$ cat src/rtl/gf180mcu_fd_sc_mcu9t5v0__demux2_reg.sv
// Registered 1-to-2 demultiplexer with a valid/ready handshake on every port.
// Optional per-output delivery counters under `DEMUX2_CNT_EN`; power pins under `USE_POWER_PINS`.
module gf180mcu_fd_sc_mcu9t5v0__demux2_reg #(
  parameter int WIDTH = 1,
  parameter int CNTW  = 8
) (
`ifdef USE_POWER_PINS
  inout  wire              VDD,
  inout  wire              VSS,
`endif
  input  logic             CLK,
  input  logic             RN,
  input  logic [WIDTH-1:0] I,
  input  logic             S,
  input  logic             IV,
  output logic             IR,
  output logic [WIDTH-1:0] Z0,
  output logic             Z0V,
  input  logic             Z0R,
  output logic [WIDTH-1:0] Z1,
  output logic             Z1V,
  input  logic             Z1R
`ifdef DEMUX2_CNT_EN
  ,
  output logic [CNTW-1:0]  CNT0,
  output logic [CNTW-1:0]  CNT1
`endif
);

  logic [WIDTH-1:0] r_z0, r_z1;
  logic             r_z0v, r_z1v;
  logic             w_rdy0, w_rdy1;
  logic             w_ld0, w_ld1;
  logic             w_dr0, w_dr1;

  // A slot can take a word when it is empty, or when it drains on this same edge.
  assign w_rdy0 = !r_z0v | Z0R;
  assign w_rdy1 = !r_z1v | Z1R;
  assign IR     = S ? w_rdy1 : w_rdy0;

  assign w_ld0  = IV & IR & (S == 1'b0);
  assign w_ld1  = IV & IR & (S == 1'b1);
  assign w_dr0  = r_z0v & Z0R;
  assign w_dr1  = r_z1v & Z1R;

  always_ff @(posedge CLK or negedge RN) begin
    if (!RN) begin
      r_z0  <= '0;
      r_z1  <= '0;
      r_z0v <= 1'b0;
      r_z1v <= 1'b0;
    end else begin
      if (w_ld0) begin
        r_z0  <= I;
        r_z0v <= 1'b1;
      end else if (w_dr0) begin
        r_z0v <= 1'b0;
      end
      if (w_ld1) begin
        r_z1  <= I;
        r_z1v <= 1'b1;
      end else if (w_dr1) begin
        r_z1v <= 1'b0;
      end
    end
  end

  assign Z0  = r_z0;
  assign Z1  = r_z1;
  assign Z0V = r_z0v;
  assign Z1V = r_z1v;

`ifdef DEMUX2_CNT_EN
  logic [CNTW-1:0] r_cnt0, r_cnt1;

  // Counters stick at all-ones instead of wrapping.
  always_ff @(posedge CLK or negedge RN) begin
    if (!RN) begin
      r_cnt0 <= '0;
      r_cnt1 <= '0;
    end else begin
      if (w_dr0 && (r_cnt0 != '1)) r_cnt0 <= r_cnt0 + 1'b1;
      if (w_dr1 && (r_cnt1 != '1)) r_cnt1 <= r_cnt1 + 1'b1;
    end
  end

  assign CNT0 = r_cnt0;
  assign CNT1 = r_cnt1;
`endif

endmodule

$ cat config.mk
export PLATFORM = sky130hd
export DESIGN_NAME = gf180mcu_fd_sc_mcu9t5v0__demux2_reg
export DESIGN_NICKNAME = d
export VERILOG_FILES = /design/src/rtl/gf180mcu_fd_sc_mcu9t5v0__demux2_reg.sv
export SDC_FILE = /design/constraint.sdc
export NUM_CORES = 1
export LEC_CHECK = 0
export ABC_AREA = 1
export CAP_MARGIN = 30
export CORE_AREA = 2 2 39 41
export CTS_CLUSTER_SIZE = 12
export DETAILED_ROUTE_END_ITERATION = 16
export DIE_AREA = 0 0 41 43
export GPL_ROUTABILITY_DRIVEN = 0
export SYNTH_ARGS = -nofsm -noshare
export SYNTH_HDL_FRONTEND = slang
export SYNTH_SLANG_ARGS = --single-unit
$ cat constraint.sdc
create_clock -name CLK -period 0.8 [get_ports CLK]
set_input_delay 0.16 -clock CLK [delete_from_list [all_inputs] [get_ports CLK]]
set_output_delay 0.16 -clock CLK [all_outputs]
set_load 0.005 [all_outputs]
==> run summary, run 1 <==
The flow ran to the end, but the final reports show violations. The final reports fail on negative setup slack. The number of global-route vias before repair was 268; the via count was 247. In this run the standard cell core region covers 1380 µm². The count of nets left with antenna violations once routing finished came out at 0.

Setup repair after global routing could not meet its margin everywhere. The analysis attributes to cell leakage a power of 0.260 nW. The tools report the synthesized netlist net count as 29. Measured on the finished design, the core utilization comes to 33.5%. Across every metal layer, demand over resource in global routing totals 8.56%. The critical path is of the reg2out type. Die height: 43 µm. The repair_antennas step left the layout with diodes totalling 0. The tools report the combined area of all synthesized cells as 185 µm².

The worst-case IR drop observed on VDD is 0.436 mV. Register bit count reported by yosys: 4. The number of hold buffers added after CTS was 0. Summed over all nets, the half-perimeter wirelength after detailed placement is 407 µm. For this design the top-level I/O count stands at 12.

Port buffering added 11 buffers. Traced cell by cell, the critical path runs through buf_6 > nand2_4 > nand2_2 > nand2_1 > buf_2. The average wire per cell in the routed design is 9.31 µm, and the average size of a mapped cell is 8.42 µm². The top cell types in the final layout, fill and taps aside, are nand2_1 (7), buf_6 (7), buf_4 (7), clkdlybuf4s50_1 (5), dfrtp_1 (4). The worst setup path is launched from a flop. The setup-violating endpoint count in the final report is 9, and the residual DRC count is 0. TritonCTS created 3 clock buffers. Global routing finished with a remaining overflow of 0.

In this run the worst hold path is classified as in2async. The clock reaches the later pin of the worst-skew pair after 230 ps. The cell sitting at the root of the clock tree is a clkbuf_4.

After detailed routing, the number of vias per cell comes to 3.86. Critical-path cell with the highest stage delay: dfrtp_1. The tools report the maximum buffer depth of the clock tree as 2. The fraction of layout instances using a drive strength above 1 came out at 56.3%. Yosys printed 0 warnings.

At the pin with the least slew margin, the transition time is 246 ps. The die covers 1760 µm². The number of failing hold endpoints at the final stage is 0, and the maximum fanout count along the critical path is 2. The power per cell area came out at 1610 nW/µm². The final layout contains 57 nets.

Of the available clock period, the critical path in the final layout requires 141%. For the total negative setup slack, the log shows -1520 ps. The arrival time of data at the critical path endpoint was 970 ps. The instance count of the mapped netlist is 22, and the largest clock skew in the final design is 0.0436 ps. Summing the sequential cell areas from Yosys gives 54.1% of the chip area. The initial antenna violation count is 0. The final max-slew violation count came out at 0. The buffering stage count on the worst path with inverters included came out at 2. CTS saw 4 sinks. TritonCTS built the clock tree.

STA classifies the critical path endpoint as a primary output. The highest cell delay on the worst timing path is 380 ps, and the starting density of the core is 13.4%. For the number of placement rows, the log shows 14. Compared with the post-synthesis result, the final layout area differs by 151%. The run gives -332 ps as the worst-case setup margin in the final layout.

In this design, the largest share of critical-path delay is due to flip-flops. The pin count of the biggest net entering global routing was 5. The final layout contains routed wiring with a total length of 596 µm.

Clock-pin slew was measured on the worst setup and hold paths at 40 ps. Based on the critical path, the design can be clocked at up to 884 MHz. The number of levels in the clock H-tree came out at 1. Minimum clock period after layout: 1130 ps. Across the run, the number of max-cap violations was 0.

The violation count after the first detailed-route iteration is 4, and the sum of internal, switching and leakage power is 0.747 mW. The netlist uses 8 different library cells. The run gives 1000 µm as the first-pass GRT wire length. Before antenna repair, the detailed router went through 2 iterations.

The run gives 640 ps as the required time at the endpoint of the critical path. Measured against its own limit, the worst slew margin works out to 83.6%. In this run the horizontal extent of the chip is 41 µm.
-- registers in the layout, summed over array words and instances, names as in the netlist --
register / count
Z0V: 1
Z1: 1
Z1V: 1
Z0: 1
-- synthesized netlist by cell type --
library cell,instances,area share (%)
dfrtp_1,4,54
nand2_2,2,6.8
nand3_1,1,2.7
nand2_1,9,18
inv_1,2,4.1
nand3_2,1,5.4
nand4_1,2,6.8
inv_2,1,2.0
-- final timing paths --
| kind | startpoint | endpoint | slack [ps] | depth (start not counted) |
|---|---|---|---|---|
| hold reg to reg | Z1 | Z1 | 480 | 2 |
| setup / recovery | Z0V | IR | -330 | 5 |
| hold / removal | RN | Z0 | 130 | 1 |
| min in group CLK | S | Z1V | 390 | 4 |
| setup reg to reg | Z0V | Z0 | -160 | 6 |
| max in group asynchronous | RN | Z1V | 510 | 1 |
-- kinds of logic after synthesis --
| family | Yosys count | share of synthesized area (%) |
|---|---|---|
| DFF | 4 | 54.1 |
| buffers and inverters | 3 | 6.08 |
| and+or+nand+nor | 15 | 39.9 |
-- stage by stage --
step | std cells | cell area, µm² | setup WS (ps) | hold slack [ps]
floorplan | 22 | 185 | 41.7 | -136
global placement | 55 | 360 | -666 | 373
detailed placement | 55 | 360 | -662 | 373
CTS | 64 | 444 | -353 | 121
global route | 64 | 464 | -375 | 145
finish | 64 | 464 | -332 | 127
-- area by class of cell --
class,instances,area (µm²)
Clock buffer,3,22.5
Timing Repair Buffer,23,209
Inverter,3,11.3
Sequential cell,4,100
Multi-Input combinational cell,15,101
Fill cell,149,920
Tap cell,16,20.0
-- per-layer routing --
layer	track usage, %	part of all wire, %	vias to the layer above
li1	-	-	122
met1	8.12	35	120
met2	14.1	58	5
met3	3.14	7.0	0
met4	6.00	0	0
met5	0	0	-
-- where the power goes --
| part | switching (mW) | internal [mW] | total, mW |
|---|---|---|---|
| combinational | 0.0928 | 0.166 | 0.259 |
| clock | 0.0757 | 0.167 | 0.243 |
| sequential | 0.0150 | 0.230 | 0.245 |
| total | 0.184 | 0.563 | 0.747 |
-- what timing repair did --
| action | in CTS | in global routing |
|---|---|---|
| resized for setup | 29 | 8 |
| endpoints found under the setup margin | 9 | 9 |
| pin swaps | 5 | 4 |
| buffers inserted | 7 | 3 |
(Power assumes the default switching activity.)
==> run 2, diff against run 1 <==
--- a/config.mk
+++ b/config.mk
@@ -6,12 +6,14 @@
 export NUM_CORES = 1
 export LEC_CHECK = 0
 export ABC_AREA = 1
+export ABC_CLOCK_PERIOD_IN_PS = 800
 export CAP_MARGIN = 30
 export CORE_AREA = 2 2 39 41
 export CTS_CLUSTER_SIZE = 12
 export DETAILED_ROUTE_END_ITERATION = 16
 export DIE_AREA = 0 0 41 43
 export GPL_ROUTABILITY_DRIVEN = 0
+export REMOVE_ABC_BUFFERS = 1
 export SYNTH_ARGS = -nofsm -noshare
 export SYNTH_HDL_FRONTEND = slang
 export SYNTH_SLANG_ARGS = --single-unit
==> constraint.sdc (replaced) <==
create_clock -name CLK -period 0.8 [get_ports CLK]
set_input_delay 0.16 -clock CLK [delete_from_list [all_inputs] [get_ports CLK]]
set_output_delay 0.16 -clock CLK [all_outputs]
set_load 0.1 [all_outputs]
==> run 2 against run 1 <==
Global-route usage down 0.78 points. Flip-flop and latch count unchanged. Critical path depth down 1. The flow still finishes with violations (negative setup slack). Largest power group unchanged. Setup slack worse by 27 ps. Register-to-register slack better by 80 ps. Sequential share of layout area up 1.4 points.
==> run summary, run 2 (same netlist as run 1, synthesis figures left out) <==
The flow ran to the end, but the final reports show violations. The final reports fail on negative setup slack. The register-to-register setup slack is -80 ps. The longest clock path from root to sink contains 2 buffers.

0 antenna diodes ended up in the layout. The number of placement rows was 14. The net count of the finished layout was 50; the post-layout instance area was 437 µm². Hold repair after CTS inserted 0 buffers. For the total congestion overflow, the log shows 0. Detailed routing inserted a total of 203 vias.

In this run the tightest slew margin relative to its limit is 88.1%. At the worst endpoint, the required time is 640 ps. TritonCTS built the clock tree. Global routing used 7.78% of the available tracks across all layers.

The reg-to-reg critical path startpoint was Z1V. In this run the worst path has a maximum fanout of 2. The tree is rooted in a clkbuf_4. Counting every sink on the clock net gives 4. Static timing analysis puts the maximum clock frequency at 863 MHz. In the routed layout, each cell is associated on average with a via count of 3.56. In the final layout, the multi-input gates occupy 81.3 µm². The number of nets with antenna violations after routing is 0, and the minimum clock period after layout is 1160 ps.

The worst register-to-register path ends at Z1. The later pin in the worst-skew pair is clocked with a latency of 230 ps. The kind of capture point of the worst setup path is a primary output. The post-route netlist has 51.2% of its cells at a drive strength greater than 1.

Registers take 100 µm². The top cell types in the final layout, fill and taps aside, are nand2_1 (6), nand2_2 (5), buf_12 (5), dfrtp_1 (4), buf_4 (4). The residual DRC count was 0; the number of iterations in the first detailed-routing pass was 2. Critical path class: reg2out. Once the floorplan was initialized, standard cells occupied 13.4% of the core. Across the run, the number of max-cap violations was 0.

The area after detailed placement was 403 µm². For the number of levels in the clock H-tree, the log shows 1. The initial antenna violation count was 0. The critical path starts at Z1V. The tools report the arrival time of data at the critical path endpoint as 1000 ps. Transition at the pin with the smallest max-transition slack: 179 ps. Setup violations remaining at the end of the flow were counted as 8.

After detailed routing, the total wire length is 495 µm. Once the clock tree was built, the setup fixing pass inserted 0 buffers. The total of buffers placed on input and output ports is 11, and the depth of the most critical reg-to-reg path is 5. The library cell used most frequently in the layout, excluding fill and tap cells, is nand2_1. Clock-pin slew of the registers on the worst-case setup and hold paths: 40 ps. Fill cells in the final layout number 150. The die footprint came out at 1760 µm². I/O pin count: 12.

Dividing the detail-routed wire length by the instance count gives 8.68 µm. The overall die width was 41 µm; the worst vdd rail ir drop was 0.491 mV. Counting the buffers created by CTS gives 3. The area growth from synthesis to layout is 136%.

The core region is 1380 µm². The number of failing hold endpoints at the final stage was 0. The worst-case setup margin in the final layout was -359 ps.

Capturing element of the worst setup path: IR. The largest clock skew in the final design was 0.0242 ps. The power per cell area is 2260 nW/µm², and the final max-slew violation count is 0. Entering global routing, the biggest net connects 5 pins. Setup repair after global routing could not meet its margin everywhere. The number of global-route vias before repair was 217. The min-delay analysis places its worst path in the category in2async.

Final critical-path share of the clock period: 145%. Sort of element at the start of the critical path: a flop. Measured on the finished design, the core utilization comes to 31.6%. The tools report the smallest hold slack as 131 ps. The violation count after the first detailed-route iteration is 1, and the first-pass GRT wire length is 841 µm. Sum of net half-perimeters after detailed placement: 396 µm.

The die is 43 µm tall. The run gives 0.229 nW as the leakage power summed over all cells.
run 2: cell type report:
cell class | count | share of cell area [%]
tap | 16 | 4.58
timing repair buffer | 16 | 46.1
multi-input combinational | 15 | 18.6
sequential | 4 | 22.9
clock buffer | 3 | 5.16
inverter | 3 | 2.58
run 2: worst min-delay path by stage:
stage / startpoint / to
global placement: RN / Z0V
detailed placement: RN / Z0
floorplan: RN / Z0
global route: RN / Z0
finish: RN / Z0
CTS: RN / Z0
run 2: repair_timing:
action | in CTS | in global routing
cloned | 0 | 0
pin swaps | 3 | 2
resized for setup | 6 | 2
endpoints found under the setup margin | 9 | 9
run 2: metrics by stage:
step / TNS [ps] / worst slack, ps / instances / total power [mW]
2_1_floorplan: -4310 / -1060 / 22 / 0.518
3_3_place_gp: -1650 / -400 / 54 / 0.745
3_5_place_dp: -1720 / -420 / 54 / 0.748
4_1_cts: -1500 / -374 / 57 / 1.01
5_1_grt: -1740 / -400 / 57 / 1.03
6_report: -1390 / -359 / 57 / 0.989
run 2: layer usage:
metal / global-route usage (%) / share of wire [%] / vias up
met1: 7.87 / 37 / 91
met4: 8.00 / 0 / 0
li1: - / - / 107
met2: 10.9 / 55 / 5
met3: 3.14 / 7.7 / 0
met5: 0 / 0 / -
run 2: power breakdown:
part	total (mW)	internal (mW)	switching, mW
clock	0.240	0.167	0.0729
combinational	0.492	0.188	0.304
sequential	0.256	0.230	0.0261
run 2: worst max-delay path: stages, from the launching register on:
cell     delay [ps]
dfrtp_1         390
nand2_2          80
nand2_2          50
nand2_2          80
buf_12          170
==> run 3, diff against run 2 <==
--- a/config.mk
+++ b/config.mk
@@ -6,14 +6,15 @@
 export NUM_CORES = 1
 export LEC_CHECK = 0
 export ABC_AREA = 1
-export ABC_CLOCK_PERIOD_IN_PS = 800
+export ABC_CLOCK_PERIOD_IN_PS = 900
 export CAP_MARGIN = 30
-export CORE_AREA = 2 2 39 41
+export CORE_AREA = 4 4 41 43
 export CTS_CLUSTER_SIZE = 12
 export DETAILED_ROUTE_END_ITERATION = 16
-export DIE_AREA = 0 0 41 43
+export DIE_AREA = 0 0 45 47
 export GPL_ROUTABILITY_DRIVEN = 0
 export REMOVE_ABC_BUFFERS = 1
+export SKIP_CTS_REPAIR_TIMING = 1
 export SYNTH_ARGS = -nofsm -noshare
 export SYNTH_HDL_FRONTEND = slang
 export SYNTH_SLANG_ARGS = --single-unit
==> constraint.sdc (replaced) <==
create_clock -name CLK -period 0.9 [get_ports CLK]
set_input_delay 0.18 -clock CLK [delete_from_list [all_inputs] [get_ports CLK]]
set_output_delay 0.18 -clock CLK [all_outputs]
set_load 0.1 [all_outputs]
==> run 3 against run 2 <==
The flow still finishes with violations (negative setup slack). Utilization grew 3.4 points. Critical path depth stayed put. Sequential share of layout area decreased by 0.94 points. Critical path type unchanged. Setup slack better by 97 ps. Largest cell class unchanged. Register-to-register slack better by 130 ps. Largest power group unchanged. Design area up 4.3%.
==> run summary, run 3 (same netlist as run 1, synthesis figures left out) <==
The detailed router finished its first iteration with 0 violations. The total instance count after detailed placement came out at 54. The sum of internal, switching and leakage power is 0.886 mW, and the core area is 1300 µm². After clock tree synthesis, the clock-pin slew on the worst setup and hold paths is 30 ps.

Timing analysis after detailed placement gives a worst setup slack of -352 ps. The kind of capture point of the worst setup path was a primary output. The tools report the destination of the worst register-to-register timing path as Z1. The average wire per cell in the routed design came out at 8.82 µm. Cell internal power dissipation: 0.525 mW.

The starting density of the core was 14.2%. The number of clock buffers added by TritonCTS is 3. The number of failing hold endpoints at the final stage is 0.

For the pin with the worst max-slew slack, the measured transition is 185 ps. The number of iterations in the first detailed-routing pass is 1. The sequential share of power is 25.5%, and the worst-case setup margin in the final layout is -262 ps.

The logs give 2 for the maximum buffer depth of the clock tree and 0 for the total of max-cap violations. After the last flow step, the layout net total stands at 51. The tools report the insertion delay of the later-clocked pin in the worst-skew pair as 230 ps. Wire length on met2: 271 µm. The power share of the clock group was 24.3%. Net switching is 40.8% of the power.

The amount of wire on met3 after detailed routing is 52 µm, and the overall routing resource usage is 6.50%. The worst path needs 1160 ps of the cycle, external delays included. TritonCTS built the clock tree. The setup check on the worst reg-to-reg path leaves a slack of 50 ps.

Maximum fanout count along the critical path: 2. Buffers placed on the I/O ports in this run total 11. Leaving out fill and tap cells, the most frequent cell in the layout is nand2_1. The arrival time of data at the critical path endpoint was 980 ps; the power per cell area was 1950 nW/µm². For the worst setup path, the data required time is 720 ps. The logs give 855 µm for the first-pass GRT wire length and 5 for the setup-violating endpoint count in the final report.

The number of placement rows was 13; the routed length on met1 was 163 µm. For the final max-slew violation count, the log shows 0. In this run the top signal layer used is met4.

The tools report the reg-to-reg critical path startpoint as Z1V. The worst hold-check path type was in2async. The area growth from synthesis to layout is 146%.

The root buffer cell chosen for the clock tree is clkbuf_4. Per report_power, the combinational group accounts for 50.3% of the total. Residual DRC count: 0. The die covers 2120 µm². The tools report the initial antenna violation count as 0.

The final reports fail on negative setup slack. The worst setup path is of the reg2out kind. The total congestion overflow came out at 0. Cells fill 35.0% of the core in the end. The run finished, with violations left. The area after detailed placement is 409 µm², and the antenna diode count is 0.

The switching power came out at 0.361 mW. The logs give 4 for the number of sinks handled by clock tree synthesis and 455 µm² for the post-layout instance area. Dividing the detail-routed via count by the number of cells gives 3.68. The run gives 503 µm as the final routed wirelength across all metal layers.

The number of levels in the clock H-tree is 1. The routed layout has 210 vias. Headroom to the max-slew limit: 87.7%. STA classifies the critical path startpoint as a flop. The final critical path takes up 129% of the cycle. The clock arrives with 0.0198 ps of skew. For the worst flop-to-flop path, the logic depth is 5. The count of fill cells added during filler insertion is 147, and the leakage power summed over all cells is 0.253 nW. The finished layout holds 57 standard cells, fillers aside.

In the layout the commonest cells are nand2_1 (6), nand2_2 (5), buf_12 (5), buf_4 (5), dfrtp_1 (4). Number of nets with antenna violations after routing: 0. The tools report the number of global-route vias before repair as 226.

Setup repair after global routing could not meet its margin everywhere. The floorplan step set the die width to 45 µm. Static timing analysis puts the maximum clock frequency at 861 MHz. Fraction of layout instances using a drive strength above 1: 52.4%. The worst vdd rail ir drop is 0.565 mV. During I/O placement, the number of pins put on the boundary was 12. The die is 47 µm tall.

Entering global routing, the biggest net connects 5 pins.
## run 3: changes by cell type in the layout (fill, tap and decap cells not counted), sizes merged
cell          before  now
dlygate4sd2        2    0
dlymetal6s2s       1    3
buf               10   11
## run 3: how the worst max path moves through the flow
stage | startpoint | end | depth (start not counted)
floorplan | Z0V | IR | 3
global placement | Z1R | IR | 6
detailed placement | Z1R | IR | 6
CTS | Z1R | IR | 6
global route | Z0V | IR | 4
finish | Z1V | IR | 4
## run 3: cell type report
class | instances | area [µm²] | share of cell area [%]
timing repair buffer | 17 | 216 | 47.5
clock buffer | 3 | 22.5 | 4.95
multi-input combinational | 15 | 86.3 | 19.0
tap | 15 | 18.8 | 4.12
sequential | 4 | 100 | 22.0
inverter | 3 | 11.3 | 2.47
## run 3: metrics by stage
| step | hold WS, ps | TNS, ps |
|---|---|---|
| 3_3_place_gp | 393 | -1210 |
| 2_1_floorplan | -116 | -3510 |
| 6_report | 152 | -816 |
| 4_1_cts | 150 | -993 |
| 3_5_place_dp | 400 | -1280 |
| 5_1_grt | 158 | -1030 |
## run 3: power by group through the flow
stage / clock network, mW / registers (mW) / logic [mW]
final: 0.215 / 0.226 / 0.445
after global routing: 0.250 / 0.230 / 0.462
after CTS: 0.229 / 0.226 / 0.442
after detailed placement: 0 / 0.228 / 0.442
after global placement: 0 / 0.229 / 0.438
after floorplan: 0 / 0.394 / 0.0672
## run 3: worst max-delay path, cell delays in order, from the launching register on
cell	delay, ps
dfrtp_1	370
nand2_2	80
nand2_2	50
nand2_2	70
buf_12	170
## run 3: routing by layer
layer	up-vias	track usage [%]
met3	2	3.83
met2	8	9.60
li1	109	-
met1	91	5.28
met5	-	0
met4	0	8.77
